**src/rtl/pc_sequencer.sv**
```systemverilog
// Program-counter stage for the single-cycle core: next-PC selection, fetch address/strobe,
// and a boot/run/halt/fault sequencer that stops fetching on halt or an illegal address.
module pc_sequencer #(
  parameter logic [31:0] RESET_ADDR = 32'd400,
  parameter logic [31:0] MEM_TOP    = 32'd508,
  parameter logic [5:0]  HALT_OP    = 6'b111111
) (
  input  logic        CLK,
  input  logic        Reset,
  input  logic        PCWre,
  input  logic [1:0]  PCSrc,
  input  logic [15:0] imm,
  input  logic [25:0] jaddr,
  input  logic [5:0]  opCode,
  output logic [31:0] curPC,
  output logic [31:0] nextPC,
  output logic        InsMemRW,
  output logic        halted,
  output logic        fault,
  output logic [31:0] instr_count
);

  localparam logic [1:0] StBoot  = 2'd0;
  localparam logic [1:0] StRun   = 2'd1;
  localparam logic [1:0] StHalt  = 2'd2;
  localparam logic [1:0] StFault = 2'd3;

  logic [1:0]  state_q, state_d;
  logic [31:0] pc_q, pc_d;
  logic [31:0] cnt_q, cnt_d;
  logic [31:0] pc4, br_target, jmp_target;
  logic        fetch_bad;

  always_comb begin
    pc4        = pc_q + 32'd4;
    br_target  = pc4 + {{14{imm[15]}}, imm, 2'b00};
    jmp_target = {pc4[31:28], jaddr, 2'b00};
    unique case (PCSrc)
      2'b01:   nextPC = br_target;
      2'b10:   nextPC = jmp_target;
      default: nextPC = pc4;
    endcase
  end

  assign fetch_bad = (nextPC[1:0] != 2'b00) || (nextPC > MEM_TOP);

  always_comb begin
    state_d = state_q;
    pc_d    = pc_q;
    cnt_d   = cnt_q;
    unique case (state_q)
      StBoot: state_d = StRun;
      StRun: begin
        // A stalled cycle defers the halt check as well as the PC update.
        if (PCWre) begin
          if (opCode == HALT_OP) begin
            state_d = StHalt;
          end else if (fetch_bad) begin
            state_d = StFault;
          end else begin
            pc_d  = nextPC;
            cnt_d = cnt_q + 32'd1;
          end
        end
      end
      default: state_d = state_q;
    endcase
  end

  always_ff @(posedge CLK or posedge Reset) begin
    if (Reset) begin
      state_q <= StBoot;
      pc_q    <= RESET_ADDR;
      cnt_q   <= 32'd0;
    end else begin
      state_q <= state_d;
      pc_q    <= pc_d;
      cnt_q   <= cnt_d;
    end
  end

  assign curPC       = pc_q;
  assign instr_count = cnt_q;
  assign halted      = (state_q == StHalt);
  assign fault       = (state_q == StFault);
  assign InsMemRW    = (state_q == StHalt) || (state_q == StFault);

endmodule

```
**config.mk**
```make
export PLATFORM = sky130hd
export DESIGN_NAME = pc_sequencer
export DESIGN_NICKNAME = d
export VERILOG_FILES = /design/src/rtl/pc_sequencer.sv
export SDC_FILE = /design/constraint.sdc
export NUM_CORES = 1
export LEC_CHECK = 0
export CORE_MARGIN = 5
export CORE_UTILIZATION = 50
export DETAILED_ROUTE_END_ITERATION = 7
export HOLD_SLACK_MARGIN = 0.02
export PLACE_DENSITY = 0.8
export RECOVER_POWER = 100
export SLEW_MARGIN = 20
export SYNTH_ARGS = -nofsm -noshare
export SYNTH_HDL_FRONTEND = slang
export SYNTH_SLANG_ARGS = --single-unit
```
**constraint.sdc**
```tcl
create_clock -name CLK -period 15 [get_ports CLK]
set_input_delay 3 -clock CLK [delete_from_list [all_inputs] [get_ports CLK]]
set_output_delay 3 -clock CLK [all_outputs]
set_load 0.005 [all_outputs]
```
==> results of run 1 <==
-- metal layers --
metal	share of wire, %	global-route usage [%]	vias to the layer above
li1	-	-	2860
met1	45	41.09	2949
met2	44	45.44	296
met3	7.4	5.829	46
met4	3.1	10.50	0
met5	0	0	-
-- registers in the layout (all words and copies together), names as in the netlist --
name,count
curPC,32
instr_count,32
state_q,2
-- critical path, delay by kind of cell --
family	cells	cell delay, ns
adder cells (fa/ha/maj)	1	0.26
AO/OA/AOI/OAI	2	0.38
AND/OR/NAND/NOR	2	0.91
buffers and inverters	5	3.43
-- synthesized netlist by cell type (4+ instances only) --
library cell  instances
and4_1                9
clkbuf_1             19
nor4_2               10
and2_1               28
and3_1               12
xnor2_1              36
nor2_1               44
buf_2                 6
or3_1                 7
a31oi_1               5
a221oi_1              7
mux2i_1               7
dfrtp_1              63
or4_1                 4
nand2b_1              7
a22oi_1               7
nand3_1              28
xor2_1               36
a21oi_1              39
mux2_2                8
o21bai_1              5
ha_1                 38
nor2b_1               7
nand4_1              25
o21a_1                5
nor3_1               24
a21boi_0              4
o21ai_0              24
nor4_1                8
a21o_1               10
o211ai_1              7
nand2_1              72
inv_1                24
a22o_1                4
-- cells in the final DEF, fill, tap and decap left out, types with 4 or more instances in the layout --
| cell | instances |
|---|---|
| a21boi_0 | 4 |
| a21o_1 | 10 |
| a21oi_1 | 39 |
| a221oi_1 | 7 |
| a22o_1 | 4 |
| a22oi_1 | 7 |
| a31oi_1 | 5 |
| and2_0 | 16 |
| and2_1 | 12 |
| and3_1 | 12 |
| and4_1 | 9 |
| clkbuf_1 | 6 |
| clkbuf_16 | 9 |
| clkdlybuf4s50_1 | 53 |
| dfrtp_1 | 63 |
| dlygate4sd3_1 | 98 |
| ha_1 | 38 |
| inv_1 | 23 |
| mux2_2 | 8 |
| mux2i_1 | 7 |
| nand2_1 | 72 |
| nand2b_1 | 7 |
| nand3_1 | 29 |
| nand4_1 | 25 |
| nor2_1 | 44 |
| nor2b_1 | 7 |
| nor3_1 | 24 |
| nor4_1 | 16 |
| o211ai_1 | 7 |
| o21a_1 | 5 |
| o21ai_0 | 24 |
| o21bai_1 | 5 |
| or3_1 | 7 |
| or4_1 | 4 |
| xnor2_1 | 36 |
| xor2_1 | 36 |
-- worst paths after layout --
kind | endpoint | cells after the start | slack, ns | from
setup / recovery | nextPC[9] | 10 | 3.99 | PCSrc[0]
hold / removal | instr_count[31] | 1 | 0.49 | instr_count[31]
setup reg to reg | instr_count[23] | 18 | 7.71 | curPC[2]
hold reg to reg | instr_count[31] | 1 | 0.49 | instr_count[31]
max in group asynchronous | instr_count[1] | 3 | 8.68 | Reset
min in group asynchronous | curPC[25] | 3 | 4.43 | Reset
-- layout make-up --
type	count	area [sq um]	area share, %
Clock buffer	13	250.2	3.240
Timing Repair Buffer	154	1523	19.71
Clock inverter	3	40.04	0.5184
Tap cell	143	178.9	2.317
Inverter	24	90.09	1.166
Sequential cell	66	1655	21.43
Multi-Input combinational cell	583	3986	51.61
-- cell families (layout without fill, tap and decap cells) --
| group | Yosys count | in the layout | share of synthesized area, % |
|---|---|---|---|
| buf+inv | 56 | 194 | 4.026 |
| compound gates | 155 | 155 | 18.04 |
| mux | 15 | 15 | 2.698 |
| xor+xnor | 72 | 72 | 10.62 |
| simple gates | 302 | 302 | 28.37 |
| fa+ha+maj | 39 | 39 | 8.347 |
| flops | 66 | 66 | 27.89 |
-- report_power, final --
group | switching (mW) | internal, mW
Clock | 0.0720 | 0.133
Sequential | 0.000684 | 0.179
Combinational | 0.0498 | 0.0409
Total | 0.122 | 0.352
==> summary.txt, run 1 <==
first-pass GRT wire length: 33690 um
IO Port Bufs: 151
fillers: 904
CTS Buffer Depth: 2
Tmin final: 11.01 ns
CP startpoint kind: primary input
DP Worst Slack: 5.288 ns
cts hold-fix bufs: 0
Async S/R FF share, synth: 100.0%
fmax: 90.83 MHz
fraction of layout cells with a size suffix above 1: 4.152%
yosys warns: 0
Slowest Stage Delay on Critical Path: 1.34 ns
fin util: 67.07%
GRT Residual Overflow: 0
slew of the pin with the lowest slew margin: 3.377 ns
Netlist cell types: 76
failing checks: capacitance limit, slew limit
Initial DRT Pass Iterations: 5
GRT Util Overall: 29.40%
Worst Skew: 0.008777 ns
Seq cells post-synth: 66
DR vias/cell: 6.238
dpl hpwl: 16540 um
setup violators final: 0
routability cong.: 0.9979
post-CTS setup buffer count: 0
Inserted Diodes: 0
most frequently used flop master after synthesis: dfrtp_1
CTS tree: done
Yosys top cell by area: dfrtp_1
Die X: 119.0 um
DRT iter0 DRCs: 445
status: finished, violations left
initial antenna violation count: 0
die height: 119.0 um
top-area cell type share of the netlist area: 26.56%
Pleak: 3.618 nW
Gate Count Post-Synth: 705
root buf cell: clkbuf_16
CTS resizes: 0
peak supply drop: 89.63 uV
final instance area: 7724 sq um
worst setup path category: in -> out
critical path fanouts, max: 39
crit-path cells: dlygate4sd3_1, inv_1, ha_1, clkbuf_1, inv_1, nand2_1, nor2_1, o211ai_1, o311ai_0, dlygate4sd3_1
Vias: 6151
CP Capture Type: output pin
number of synthesized flops with an enable pin: 0
Initial Util: 51.54%
drt wl/cell: 21.57 um
area grow syn2layout: 30.12%
maxcap violations: 2
Seq/Total Area, Yosys: 27.89%
fin cells: 986
Post-Place Cells: 970
Final Net Count: 930
top cells by area, synth: dfrtp_1 27%, ha_1 8.0%, xnor2_1 5.3%
Slew Viols, Final: 107
RSZ-0062 raised after global routing: no
placed cell areas: 7500 sq um
final worst setup slack: 3.990 ns
I/O pin total: 152
period utilization: 73.40%
die area: 14150 sq um
clock latency on the worst-skew pair: 0.33 ns
largest net degree at the start of global routing: 67
syn nets: 797
vias in the first global route: 6157
Post-Syn Area: 5936 sq um
Critical Path RT: 12.00 ns
ANT nets after route: 0
Critical-path top delay cell: clkbuf_1
Worst Path Arrival: 8.01 ns
clock transition at the registers of the reported paths: 0.05 ns
total CTS buffers: 9
row count: 39
Final Hold Fails: 0
DRC Markers: 0
hold_ws: 0.4896 ns
HP Class: reg -> reg
CORE AREA: 11520 sq um
final setup TNS: 0 ns
Total Power: 474.8 uW
CTS Sinks: 66
routed wire length: 21270 um
worst relative slew slack: -125.1%
CTS H-tree depth: 3
Power per Cell Area: 61.47 nW/um^2
Avg Inst Size Synth: 8.419 sq um
Power figures use the tool's default switching activity.
==> inputs of run 2 (changes only) <==
CORE_UTILIZATION = 46   (was 50)
PLACE_DENSITY = 0.78   (was 0.8)
clock period = 9.75 ns   (was 15 ns; I/O delays follow)
==> run 2 against run 1 <==
Compared with the run above:
- the run still ends with capacitance limit, slew limit left
- utilization decreased by 5.1 points
- clock power increased by 78%
- worst setup slack got worse by 2.2 ns
- die area increased by 8.0%
- global-route usage decreased by 2.4 points
- critical path depth unchanged
- sequential power increased by 54%
- first-iteration DRC count increased by 49%
- design area increased by 1.3%
- wire length decreased by 3.7%
- critical path type unchanged
==> summary.txt, run 2 (synthesis results as in run 1) <==
routed wire length: 20490 um
post-CTS setup buffer count: 0
clock latency on the worst-skew pair: 0.33 ns
drt wl/cell: 20.17 um
initial antenna violation count: 0
Vias: 6187
GRT Util Overall: 26.98%
final worst setup slack: 1.813 ns
HP Class: reg -> reg
Critical Path RT: 7.80 ns
CORE AREA: 12620 sq um
largest net degree at the start of global routing: 67
worst setup path category: in -> out
critical path fanouts, max: 37
clock transition at the registers of the reported paths: 0.05 ns
CTS Buffer Depth: 2
maxcap violations: 2
DP Worst Slack: 2.144 ns
failing checks: capacitance limit, slew limit
dpl hpwl: 16060 um
fmax: 126.0 MHz
total CTS buffers: 9
Initial Util: 47.04%
die area: 15280 sq um
routability cong.: 1.003
die height: 123.6 um
CTS tree: done
DRT iter0 DRCs: 661
worst relative slew slack: -126.6%
vias in the first global route: 6136
fraction of layout cells with a size suffix above 1: 4.502%
most frequent cells in the layout: 95 x dlygate4sd3_1, 72 x nand2_1, 63 x dfrtp_1
most common cell after layout, fill and taps aside: dlygate4sd3_1
Final Hold Fails: 0
DR vias/cell: 6.090
cts hold-fix bufs: 0
Tmin final: 7.937 ns
IO Port Bufs: 151
ANT nets after route: 0
Worst Path Arrival: 5.99 ns
Worst Skew: 0.007862 ns
GRT Residual Overflow: 0
I/O pin total: 152
placed cell areas: 7543 sq um
setup violators final: 0
first-pass GRT wire length: 32500 um
Power per Cell Area: 99.30 nW/um^2
CTS H-tree depth: 3
root buf cell: clkbuf_16
hold_ws: 0.4658 ns
fin util: 62.00%
row count: 41
CP startpoint kind: primary input
DRC Markers: 0
final instance area: 7824 sq um
CP Capture Type: output pin
Final Net Count: 931
slew of the pin with the lowest slew margin: 3.399 ns
period utilization: 81.40%
final setup TNS: 0 ns
RSZ-0062 raised after global routing: no
Inserted Diodes: 0
peak supply drop: 119.9 uV
Initial DRT Pass Iterations: 5
CTS Sinks: 66
Die X: 123.6 um
CTS resizes: 0
Slew Viols, Final: 105
status: finished, violations left
Pleak: 3.648 nW
area grow syn2layout: 31.81%
run 2: final cells by class:
cell class	count	area, sq um
inverter	24	90.09
tap	172	215.2
clock inverter	3	68.82
sequential	66	1655
clock buffer	13	280.3
fill	1147	4796
multi-input combinational	583	3988
timing repair buffer	155	1526
run 2: path summary, 6_finish.rpt:
| kind | from | end | slack [ns] | cells past startpoint |
|---|---|---|---|---|
| worst max-delay path | PCSrc[0] | nextPC[21] | 1.81 | 10 |
| worst min-delay path | instr_count[31] | instr_count[31] | 0.47 | 1 |
| worst max register to register | curPC[7] | curPC[6] | 3.17 | 16 |
| max in group asynchronous | Reset | instr_count[9] | 4.45 | 3 |
| worst min register to register | instr_count[31] | instr_count[31] | 0.47 | 1 |
| min in group asynchronous | Reset | instr_count[18] | 3.36 | 3 |
run 2: per-layer routing:
layer	wire length [um]	track usage (%)	up-vias
li1	-	-	2867
met2	9317	42.58	344
met4	571	9.689	0
met5	0	0	-
met1	8549	36.01	2931
met3	2050	6.630	45
run 2: where the power goes:
part	switching [mW]	internal, mW
sequential	0.00108	0.275
clock	0.112	0.252
combinational	0.0738	0.0633
run 2: critical path, stage by stage:
cell           delay, ns
dlygate4sd3_1       0.55
inv_1               0.05
ha_1                0.30
clkbuf_1            1.28
nor2b_1             0.18
clkbuf_1            0.34
a22o_1              0.31
a221oi_1            0.30
nand2_1             0.12
dlygate4sd3_1       0.60
run 2: metrics by stage:
step	cells	power (mW)
2_1_floorplan	705	0.3521
3_3_place_gp	1000	0.4199
3_5_place_dp	1000	0.4204
4_1_cts	1016	0.7887
5_1_grt	1016	0.8063
6_report	1016	0.7769
